==> src/rtl/fft_frame_ctrl_pkg.sv <==
// Shared types and widths for the FFT frame controller.
//   SAMPLE_W          : audio sample width fed to the FFT core
//   SPEC_W            : spectrum word width returned by the FFT core
//   fft_ctrl_state_t  : sequencer states
//     FILL    | collecting FRAME_LEN samples from upstream
//     LOAD    | drive one buffered sample onto the core input
//     WAIT    | let the core pipeline settle, then capture its result
//     PRESENT | hold the captured bin until downstream takes it
package fft_ctrl_pkg;

  localparam int SAMPLE_W = 16;
  localparam int SPEC_W   = 32;

  typedef enum logic [1:0] {
    FILL    = 2'd0,
    LOAD    = 2'd1,
    WAIT    = 2'd2,
    PRESENT = 2'd3
  } fft_ctrl_state_t;

endpackage

==> src/rtl/fft_frame_ctrl_if.sv <==
// Stream interface of the FFT frame controller.
//   in_*  : upstream sample stream (valid/ready)
//   out_* : downstream spectrum stream (valid/ready) with bin index and
//           end-of-frame marker
// Modports: slave = the controller, master = the source/sink around it.
interface fft_frame_ctrl_if #(
  parameter int FRAME_LEN = 16
);
  import fft_ctrl_pkg::*;

  localparam int BIN_W = $clog2(FRAME_LEN);

  logic                in_valid;
  logic                in_ready;
  logic [SAMPLE_W-1:0] in_sample;

  logic                out_valid;
  logic                out_ready;
  logic [SPEC_W-1:0]   out_spectrum;
  logic [BIN_W-1:0]    out_bin;
  logic                out_last;

  modport slave (
    input  in_valid, in_sample, out_ready,
    output in_ready, out_valid, out_spectrum, out_bin, out_last
  );

  modport master (
    output in_valid, in_sample, out_ready,
    input  in_ready, out_valid, out_spectrum, out_bin, out_last
  );

endinterface

==> src/rtl/fft_frame_buf.sv <==
// Frame sample buffer: DEPTH x WIDTH simple dual-port RAM.
//   clk   : write clock
//   we    : write enable
//   waddr : write address
//   wdata : write data
//   raddr : read address (asynchronous read)
//   rdata : read data
// No reset; contents are only meaningful after a full frame is written.
module fft_frame_buf #(
  parameter int DEPTH = 16,
  parameter int WIDTH = 16,
  localparam int AW   = $clog2(DEPTH)
) (
  input  logic             clk,
  input  logic             we,
  input  logic [AW-1:0]    waddr,
  input  logic [WIDTH-1:0] wdata,
  input  logic [AW-1:0]    raddr,
  output logic [WIDTH-1:0] rdata
);

  logic [WIDTH-1:0] mem_q [DEPTH];

  always_ff @(posedge clk) begin
    if (we) mem_q[waddr] <= wdata;
  end

  assign rdata = mem_q[raddr];

endmodule

==> src/rtl/fft_frame_ctrl.sv <==
// Sequencer in front of the FFT core: buffers a frame of samples, feeds
// them to the core one at a time, waits out the core latency and returns
// each result downstream with its bin index.
//   clk, rst_n   : system clock, async active-low reset
//   flush        : synchronous abort of the current frame
//   bus          : upstream sample / downstream spectrum streams (slave)
//   fft_sample   : registered drive to the core sample input
//   fft_spectrum : core spectrum output
//   frame_cnt    : completed frames, modulo 256
//
// state   | meaning
// FILL    | accept samples into the buffer, in_ready high
// LOAD    | register buf[rd_idx] onto fft_sample
// WAIT    | count down FFT_LAT, capture core result when count hits 0
// PRESENT | out_valid high, hold fields until out_ready
module fft_frame_ctrl
  import fft_ctrl_pkg::*;
#(
  parameter int FRAME_LEN = 16,
  parameter int FFT_LAT   = 1
) (
  input  logic                clk,
  input  logic                rst_n,
  input  logic                flush,
  fft_frame_ctrl_if.slave     bus,
  output logic [SAMPLE_W-1:0] fft_sample,
  input  logic [SPEC_W-1:0]   fft_spectrum,
  output logic [7:0]          frame_cnt
);

  localparam int BIN_W  = $clog2(FRAME_LEN);
  localparam int WAIT_W = (FFT_LAT < 1) ? 1 : $clog2(FFT_LAT + 1);
  localparam logic [BIN_W-1:0] LAST_IDX = BIN_W'(FRAME_LEN - 1);

  fft_ctrl_state_t     state_q, state_d;
  logic [BIN_W-1:0]    wr_idx_q, wr_idx_d;
  logic [BIN_W-1:0]    rd_idx_q, rd_idx_d;
  logic [WAIT_W-1:0]   wait_cnt_q, wait_cnt_d;
  logic [SAMPLE_W-1:0] fft_sample_q, fft_sample_d;
  logic [SPEC_W-1:0]   out_spectrum_q, out_spectrum_d;
  logic [BIN_W-1:0]    out_bin_q, out_bin_d;
  logic                out_last_q, out_last_d;
  logic [7:0]          frame_cnt_q, frame_cnt_d;

  logic                accept;
  logic [SAMPLE_W-1:0] buf_rdata;

  // A sample offered alongside flush is dropped with the rest of the frame.
  assign accept = (state_q == FILL) && bus.in_valid && !flush;

  fft_frame_buf #(
    .DEPTH (FRAME_LEN),
    .WIDTH (SAMPLE_W)
  ) u_buf (
    .clk   (clk),
    .we    (accept),
    .waddr (wr_idx_q),
    .wdata (bus.in_sample),
    .raddr (rd_idx_q),
    .rdata (buf_rdata)
  );

  always_ff @(posedge clk or negedge rst_n) begin
    if (!rst_n) begin
      state_q        <= FILL;
      wr_idx_q       <= '0;
      rd_idx_q       <= '0;
      wait_cnt_q     <= '0;
      fft_sample_q   <= '0;
      out_spectrum_q <= '0;
      out_bin_q      <= '0;
      out_last_q     <= 1'b0;
      frame_cnt_q    <= '0;
    end else begin
      state_q        <= state_d;
      wr_idx_q       <= wr_idx_d;
      rd_idx_q       <= rd_idx_d;
      wait_cnt_q     <= wait_cnt_d;
      fft_sample_q   <= fft_sample_d;
      out_spectrum_q <= out_spectrum_d;
      out_bin_q      <= out_bin_d;
      out_last_q     <= out_last_d;
      frame_cnt_q    <= frame_cnt_d;
    end
  end

  always_comb begin
    state_d = state_q;
    if (flush) begin
      state_d = FILL;
    end else begin
      case (state_q)
        FILL:    if (bus.in_valid && wr_idx_q == LAST_IDX) state_d = LOAD;
        LOAD:    state_d = WAIT;
        WAIT:    if (wait_cnt_q == '0) state_d = PRESENT;
        PRESENT: if (bus.out_ready) state_d = out_last_q ? FILL : LOAD;
        default: state_d = FILL;
      endcase
    end
  end

  always_comb begin
    wr_idx_d       = wr_idx_q;
    rd_idx_d       = rd_idx_q;
    wait_cnt_d     = wait_cnt_q;
    fft_sample_d   = fft_sample_q;
    out_spectrum_d = out_spectrum_q;
    out_bin_d      = out_bin_q;
    out_last_d     = out_last_q;
    frame_cnt_d    = frame_cnt_q;
    if (flush) begin
      wr_idx_d = '0;
      rd_idx_d = '0;
    end else begin
      case (state_q)
        FILL: begin
          if (accept) begin
            if (wr_idx_q == LAST_IDX) begin
              wr_idx_d = '0;
              rd_idx_d = '0;
            end else begin
              wr_idx_d = wr_idx_q + 1'b1;
            end
          end
        end
        LOAD: begin
          fft_sample_d = buf_rdata;
          wait_cnt_d   = WAIT_W'(FFT_LAT);
        end
        WAIT: begin
          if (wait_cnt_q == '0) begin
            out_spectrum_d = fft_spectrum;
            out_bin_d      = rd_idx_q;
            out_last_d     = (rd_idx_q == LAST_IDX);
          end else begin
            wait_cnt_d = wait_cnt_q - 1'b1;
          end
        end
        PRESENT: begin
          if (bus.out_ready) begin
            if (out_last_q) frame_cnt_d = frame_cnt_q + 8'd1;
            else            rd_idx_d    = rd_idx_q + 1'b1;
          end
        end
        default: ;
      endcase
    end
  end

  // Handshake flags decode straight from state, so they are mutually exclusive.
  always_comb begin
    bus.in_ready  = (state_q == FILL);
    bus.out_valid = (state_q == PRESENT);
  end

  assign bus.out_spectrum = out_spectrum_q;
  assign bus.out_bin      = out_bin_q;
  assign bus.out_last     = out_last_q;
  assign fft_sample       = fft_sample_q;
  assign frame_cnt        = frame_cnt_q;

endmodule

==> src/flat_wrapper.sv <==
// flat-port wrapper written by rule: the top's interface ports become plain ports
module fft_frame_ctrl_flat import fft_ctrl_pkg::*;
#(
  parameter int FRAME_LEN = 16,
  parameter int FFT_LAT   = 1
)
  (clk, rst_n, flush, fft_sample, fft_spectrum, frame_cnt, bus_in_valid, bus_in_sample, bus_out_ready, bus_in_ready, bus_out_valid, bus_out_spectrum, bus_out_bin, bus_out_last);
  fft_frame_ctrl_if #(.FRAME_LEN(FRAME_LEN)) bus_i ();
  input  logic clk;
  input  logic rst_n;
  input  logic flush;
  output logic [SAMPLE_W-1:0] fft_sample;
  input  logic [SPEC_W-1:0] fft_spectrum;
  output logic [7:0] frame_cnt;
  input wire logic [$bits(bus_i.in_valid)-1:0] bus_in_valid;
  input wire logic [$bits(bus_i.in_sample)-1:0] bus_in_sample;
  input wire logic [$bits(bus_i.out_ready)-1:0] bus_out_ready;
  output wire logic [$bits(bus_i.in_ready)-1:0] bus_in_ready;
  output wire logic [$bits(bus_i.out_valid)-1:0] bus_out_valid;
  output wire logic [$bits(bus_i.out_spectrum)-1:0] bus_out_spectrum;
  output wire logic [$bits(bus_i.out_bin)-1:0] bus_out_bin;
  output wire logic [$bits(bus_i.out_last)-1:0] bus_out_last;
  assign bus_i.in_valid = bus_in_valid;
  assign bus_i.in_sample = bus_in_sample;
  assign bus_i.out_ready = bus_out_ready;
  assign bus_in_ready = bus_i.in_ready;
  assign bus_out_valid = bus_i.out_valid;
  assign bus_out_spectrum = bus_i.out_spectrum;
  assign bus_out_bin = bus_i.out_bin;
  assign bus_out_last = bus_i.out_last;
  fft_frame_ctrl #(.FRAME_LEN(FRAME_LEN), .FFT_LAT(FFT_LAT)) u_core (.clk(clk), .rst_n(rst_n), .flush(flush), .bus(bus_i), .fft_sample(fft_sample), .fft_spectrum(fft_spectrum), .frame_cnt(frame_cnt));
endmodule
==> config.mk <==
export PLATFORM = sky130hd
export DESIGN_NAME = fft_frame_ctrl_flat
export DESIGN_NICKNAME = d
export VERILOG_FILES = /design/src/rtl/fft_frame_ctrl_pkg.sv /design/src/rtl/fft_frame_ctrl_if.sv /design/src/rtl/fft_frame_buf.sv /design/src/rtl/fft_frame_ctrl.sv /design/src/flat_wrapper.sv
export SDC_FILE = /design/constraint.sdc
export NUM_CORES = 1
export LEC_CHECK = 0
export BUFFER_PORTS_ARGS = -buffer_cell sky130_fd_sc_hd__buf_2
export CORE_UTILIZATION = 59
export CTS_CLUSTER_SIZE = 20
export DETAILED_ROUTE_END_ITERATION = 8
export GPL_TIMING_DRIVEN = 0
export PLACE_DENSITY = 0.79
export SKIP_CTS_REPAIR_TIMING = 1
export SLEW_MARGIN = 40
export SYNTH_ARGS = -nofsm -noshare
export SYNTH_HDL_FRONTEND = slang
export SYNTH_SLANG_ARGS = --single-unit
==> constraint.sdc <==
create_clock -name clk -period 2.7 [get_ports clk]
set_clock_uncertainty 0.05 [all_clocks]
set_input_delay 0.27 -clock clk [delete_from_list [all_inputs] [get_ports clk]]
set_output_delay 0.27 -clock clk [all_outputs]
set_load 0.005 [all_outputs]
# Yosys cells after proc, flatten, opt, wreduce, memory -nomap -nowiden
# Memory sizes are Yosys's and may differ from the RTL's. A register that Yosys moved wholly into a read port is not among the register bits.
# Index checks and enable logic that the tools add are counted.
# totals
register_bits	56
latchBits	0
ramBits	256
mem_bits_ro	0
input_bits	53
output_inout_bits	63
wordCells	63
n_memories	1
# memory_table
memory	words	word_bits	read_ports	rd_ports_with_merged_regs	wr	line_no	source
u_core.u_buf.mem_q	16	16	1	1	1	fft_frame_buf.sv:22	logic [WIDTH-1:0] mem_q [DEPTH];
# op_classes
n_addsub	4
multipliers	0
div_mod_pow	0
order_cmp	0
eq_ne	11
shift	0
muxes	20
bitwise_logic	2
reduce_logical	17
# ops
operator	n
4-bit 2-to-1 mux	9
3-bit by 2-bit inequality test with 1-bit output (second input constant)	3
3-bit inequality test (second input constant)	3
4-bit by 1-bit adder with 4-bit output (second input constant)	2
8-bit by 1-bit adder with 8-bit output (second input constant)	1
4-bit equality test (second input constant)	2
2-bit 2-to-1 mux	4
2-bit one-hot mux with 4 select lines	1
4-bit one-hot mux with 2 select lines	1
2-bit AND reduction	3
3-bit AND reduction	2
2-bit nonzero test	3
5-bit AND reduction	1
2-bit equality test (second input constant)	2
1-bit 2-to-1 mux	4
4-bit AND reduction	1
1-bit logical AND	3
3-bit nonzero test	1
2-bit by 1-bit equality test with 1-bit output (second input constant)	1
1-bit zero test	2
2-bit zero test	1
1-bit NOT	2
1-bit one-hot mux with 2 select lines	1
1-bit subtractor (second input constant)	1

# Depth between registers and ports, before layout
# logic_depth
depth_word	6
mapped_depth	7
depth_no_buf	6

# Modules after synthesis
# A second synthesis with hierarchy kept.
# unflattened
hier_cells	632
area_unflattened_um2	12768.5
# by_module_without_submodules
mod	instances	cells_per_inst	area_each_um2	seq_area_each_um2
fft_frame_buf	1	416	9721.8	7687.4
fft_frame_ctrl	1	216	3046.7	1801.7

# Worst setup path before layout
# Ideal clock, no wire load.
# synth_path
kind	reg-to-reg
from	reg u_core.state_q[0]
to	mem u_core.u_buf.mem_q[7][0] (enable)
setup_time_ps	374
arrival_ps	1805
required_ps	2276
path_slack_ps	472
path_stages_with_launch	6
path_buffers	0
synth_period_minus_slack_ps	2228
cell_sequence	dfrtp_1 > inv_1 > ha_1 > nand2_1 > nor4b_1 > and2_1
# synth_between
elab_chain_cells	5
# synth_lines
element	line_no	source
start: declaration	fft_frame_ctrl.sv:35	fft_ctrl_state_t state_q, state_d;
start signal: assignment	fft_frame_ctrl.sv:75	state_q <= state_d;
2-bit zero test	-	
net bus_in_ready	flat_wrapper.sv:18	output wire logic [$bits(bus_i.in_ready)-1:0] bus_in_ready;
1-bit logical AND (2 in a row)	fft_frame_ctrl.sv:49	assign accept = (state_q == FILL) && bus.in_valid && !flush;
1-bit 2-to-1 mux	fft_frame_buf.sv:25	if (we) mem_q[waddr] <= wdata;
1-bit 2-to-1 mux (implied by the code)	fft_frame_buf.sv:25	
end: declaration	fft_frame_buf.sv:22	
# The timed path passes the listed nets, and every way through them passes these cells.

# Worst setup path in the final report
# layout_path
from	reg u_core.state_q[0]
to	mem u_core.u_buf.mem_q[7][12] (enable)
# layout_between
elab_chain_cells	5
# layout_lines
element	line_no
2-bit zero test	fft_frame_ctrl.sv:49
1-bit logical AND (2 in a row)	fft_frame_ctrl.sv:49
1-bit 2-to-1 mux	fft_frame_buf.sv:25
1-bit 2-to-1 mux (implied by the code)	fft_frame_buf.sv:25
# Every way passes these cells.

==> flow_metrics.tcl <==
set metrics [dict create \
    status "complete, no violations" \
    grt_max_degree 46 \
    syn_avg_cell_area_um2 17.9 \
    rsz0062_at_grt "false" \
    start_util_pct 60.9 \
    numPortBuffers 114 \
    die_y_um 150 \
    dr.first_iter.drc_count 633 \
    grt_overflow 0 \
    drv_slew 0 \
    drc 0 \
    clock.fmax_mhz 387 \
    max_slew_margin_pct 54.0 \
    powerDensity_mw_per_mm2 814 \
    peakVddDrop_uv 594 \
    cpPeakStageDelay_ns 0.57 \
    root_buffer "clkbuf_16" \
    die-area_mm2 0.0226 \
    cts.clk_slew.worst_paths_ns 0.07 \
    min_period_over_period_pct 95.6 \
    cp_data_required_time_ns 2.85 \
    cp_max_fo 16 \
    grtUsageTotal_pct 25.8 \
    wire_per_inst_um 24.3 \
    core_mm2 0.0213 \
    drive_gt1_share_pct 27.8 \
    power_leakage_nw 5.57 \
    rows 53 \
    synth.largest_area_cell "edfxtp_1" \
    first_pass_iters 5 \
    final_area_mm2 0.0154 \
    critical_path_buf_inv_count 1 \
    synth_top_flop_cell "edfxtp_1" \
    cts_tree "yes" \
    maxCapViolCount 0 \
    antenna_left 0 \
    area_growth_pct 18.6 \
    async_reset_ff_share_pct 22.0 \
    place.gp.congestion 0.854 \
    crit_arrival_ns 2.73 \
    dp_hpwl_um 17800 \
    synth_fp_nets 789 \
    crit_slowest_cell "and2_2" \
    post-route-min-period_ns 2.58 \
    clockBufferDepth 3 \
    worst_pin_slew_ns 0.683 \
    clk_latency_ns 0.57 \
    cts_made_buffers 31 \
    n_antenna_cell 0 \
    start_kind "flop" \
    finalSetupViolCount 0 \
    cts_num_sinks 328 \
    dpl_cell_area_mm2 0.0139 \
    finalSetupTns_ns 0 \
    synth_edf_count 256 \
    grt_first_pass_wirelength_um 42300 \
    ios 116 \
    final_nets 974 \
    viasPerCell 6.18 \
    ys.warnings.count 0 \
    antenna_found_initial 0 \
    htreeDepth 1 \
    hold_class "in2reg" \
    die-width_um 150 \
    crit_type "reg2reg" \
    ys_seq_area_share_pct 73.2 \
    ys_top_cells_by_area "edfxtp_1 59%, dfrtp_1 14%, mux4_2 5.6%, mux2i_1 4.9%, mux2_1 3.2%" \
    grt_pass1_vias 7304 \
    finalPower_mw 12.5 \
    synth.top_cell.area_share_pct 59.3 \
    wirelength_um 29400 \
    synth_cells 725 \
    vias 7476 \
    critPathCaptureType "flop" \
    synth_cell_types 46 \
    synth_area_mm2 0.0130 \
    crit_chain "inv_1 > ha_1 > nand2_1 > nor4b_2 > and2_2" \
    cp_top_family "simple AND/OR/NAND/NOR gates" \
    final_util_pct 72.3 \
    finalHoldViolCount 0 \
    ys_ff_latch 328 \
]
-- final cells by class --
| type | instances | area [um2] |
|---|---|---|
| Multi-Input combinational cell | 353 | 3190 |
| Timing Repair Buffer | 152 | 967 |
| Fill cell | 1192 | 5900 |
| Inverter | 5 | 18.8 |
| Buffer | 39 | 310 |
| Clock buffer | 34 | 797 |
| Sequential cell | 328 | 9490 |
| Clock inverter | 24 | 275 |
| Tap cell | 275 | 344 |
-- worst reg2reg max path, cell delays in order, from the launching register on --
cell     delay (ns)
dfrtp_1        0.44
inv_1          0.15
ha_1           0.34
nand2_1        0.22
nor4b_2        0.44
and2_2         0.57
-- per-stage QoR --
stage	hold WS [ns]	setup WS, ns	cells
floorplan	-0.0756	0.472	725
global placement	0.405	-0.0954	1114
detailed placement	0.153	-0.230	1118
CTS	-0.439	-0.246	1176
global route	0.0426	0.110	1210
finish	0.0442	0.118	1210
-- worst paths after layout --
check / from / endpoint / slack (ns) / cells past startpoint
max reg2reg: u_core.state_q[0] / u_core.u_buf.mem_q[7][12] / 0.12 / 5
max: u_core.state_q[0] / u_core.u_buf.mem_q[7][12] / 0.12 / 5
min in group asynchronous: rst_n / u_core.bus.out_spectrum[21] / 0.11 / 2
min: bus_in_sample[3] / u_core.u_buf.mem_q[6][3] / 0.04 / 1
min reg2reg: u_core.frame_cnt[7] / u_core.frame_cnt[7] / 0.42 / 1
max in group asynchronous: rst_n / u_core.fft_sample[9] / 1.92 / 3
-- registers in the layout, indices dropped and copies added, names as in the netlist --
register                 cells
u_core.u_buf.mem_q         256
u_core.bus.out_spectrum     32
u_core.fft_sample           16
u_core.frame_cnt             8
u_core.bus.out_bin           4
u_core.rd_idx_q              4
u_core.wr_idx_q              4
u_core.state_q               2
u_core.bus.out_last          1
u_core.wait_cnt_q            1
-- synth_stat cells (all sizes together) (2+ instances only) --
library cell / instances
xor2: 3
and2: 17
nand2: 26
o21ai: 11
clkbuf: 6
o31ai: 17
nand4: 3
inv: 5
xnor2: 5
nand3: 8
nor4: 17
nor2: 36
dfrtp: 72
mux2: 37
nor2b: 2
buf: 33
and4: 2
ha: 11
mux4: 32
nor3b: 2
edfxtp: 256
mux2i: 64
nand2b: 9
or2: 4
a21oi: 6
o22ai: 32
-- logic make-up (layout without fill, tap and decap cells) --
group / count (synthesis) / count (layout) / synth area share [%]
adder cells (fa/ha/maj): 11 / 11 / 1.06
AND/OR/NAND/NOR: 132 / 132 / 5.41
flip-flops: 328 / 328 / 73.2
multiplexers: 133 / 133 / 13.7
XOR/XNOR: 8 / 8 / 0.540
buffers and inverters: 44 / 254 / 2.54
AO/OA/AOI/OAI: 69 / 69 / 3.59
-- per-layer routing --
layer / share of wire [%] / GRT usage (%) / up-vias
met4: 3.1 / 9.39 / 0
met5: 0 / 0 / -
met3: 7.1 / 4.15 / 78
met2: 52 / 44.8 / 378
li1: - / - / 3203
met1: 38 / 33.1 / 3817
-- report_power, final --
group / switching (mW) / internal, mW / total, mW
sequential: 0.288 / 5.90 / 6.19
clock: 1.84 / 2.70 / 4.54
combinational: 0.946 / 0.857 / 1.80
-- placed cells by master (no fill, tap or decap), types with 4 or more instances in the layout --
| master | count |
|---|---|
| edfxtp_1 | 256 |
| buf_2 | 128 |
| dfrtp_1 | 72 |
| mux2i_1 | 64 |
| mux2_1 | 37 |
| nor2_1 | 36 |
| dlygate4sd3_1 | 34 |
| mux4_2 | 32 |
| o22ai_1 | 32 |
| clkbuf_16 | 31 |
| nand2_1 | 26 |
| and2_2 | 16 |
| o31ai_1 | 13 |
| nor4_1 | 12 |
| ha_1 | 11 |
| buf_6 | 10 |
| nand2b_1 | 9 |
| nand3_1 | 8 |
| clkbuf_1 | 8 |
| clkinv_1 | 7 |
| o21ai_1 | 6 |
| a21oi_1 | 6 |
| clkinv_2 | 6 |
| bufinv_16 | 6 |
| nor4_2 | 5 |
| buf_4 | 5 |
| o21ai_0 | 5 |
| xnor2_1 | 5 |
| inv_1 | 4 |
| buf_8 | 4 |
| o31ai_2 | 4 |
| clkinvlp_4 | 4 |
(Power assumes the default switching activity.)
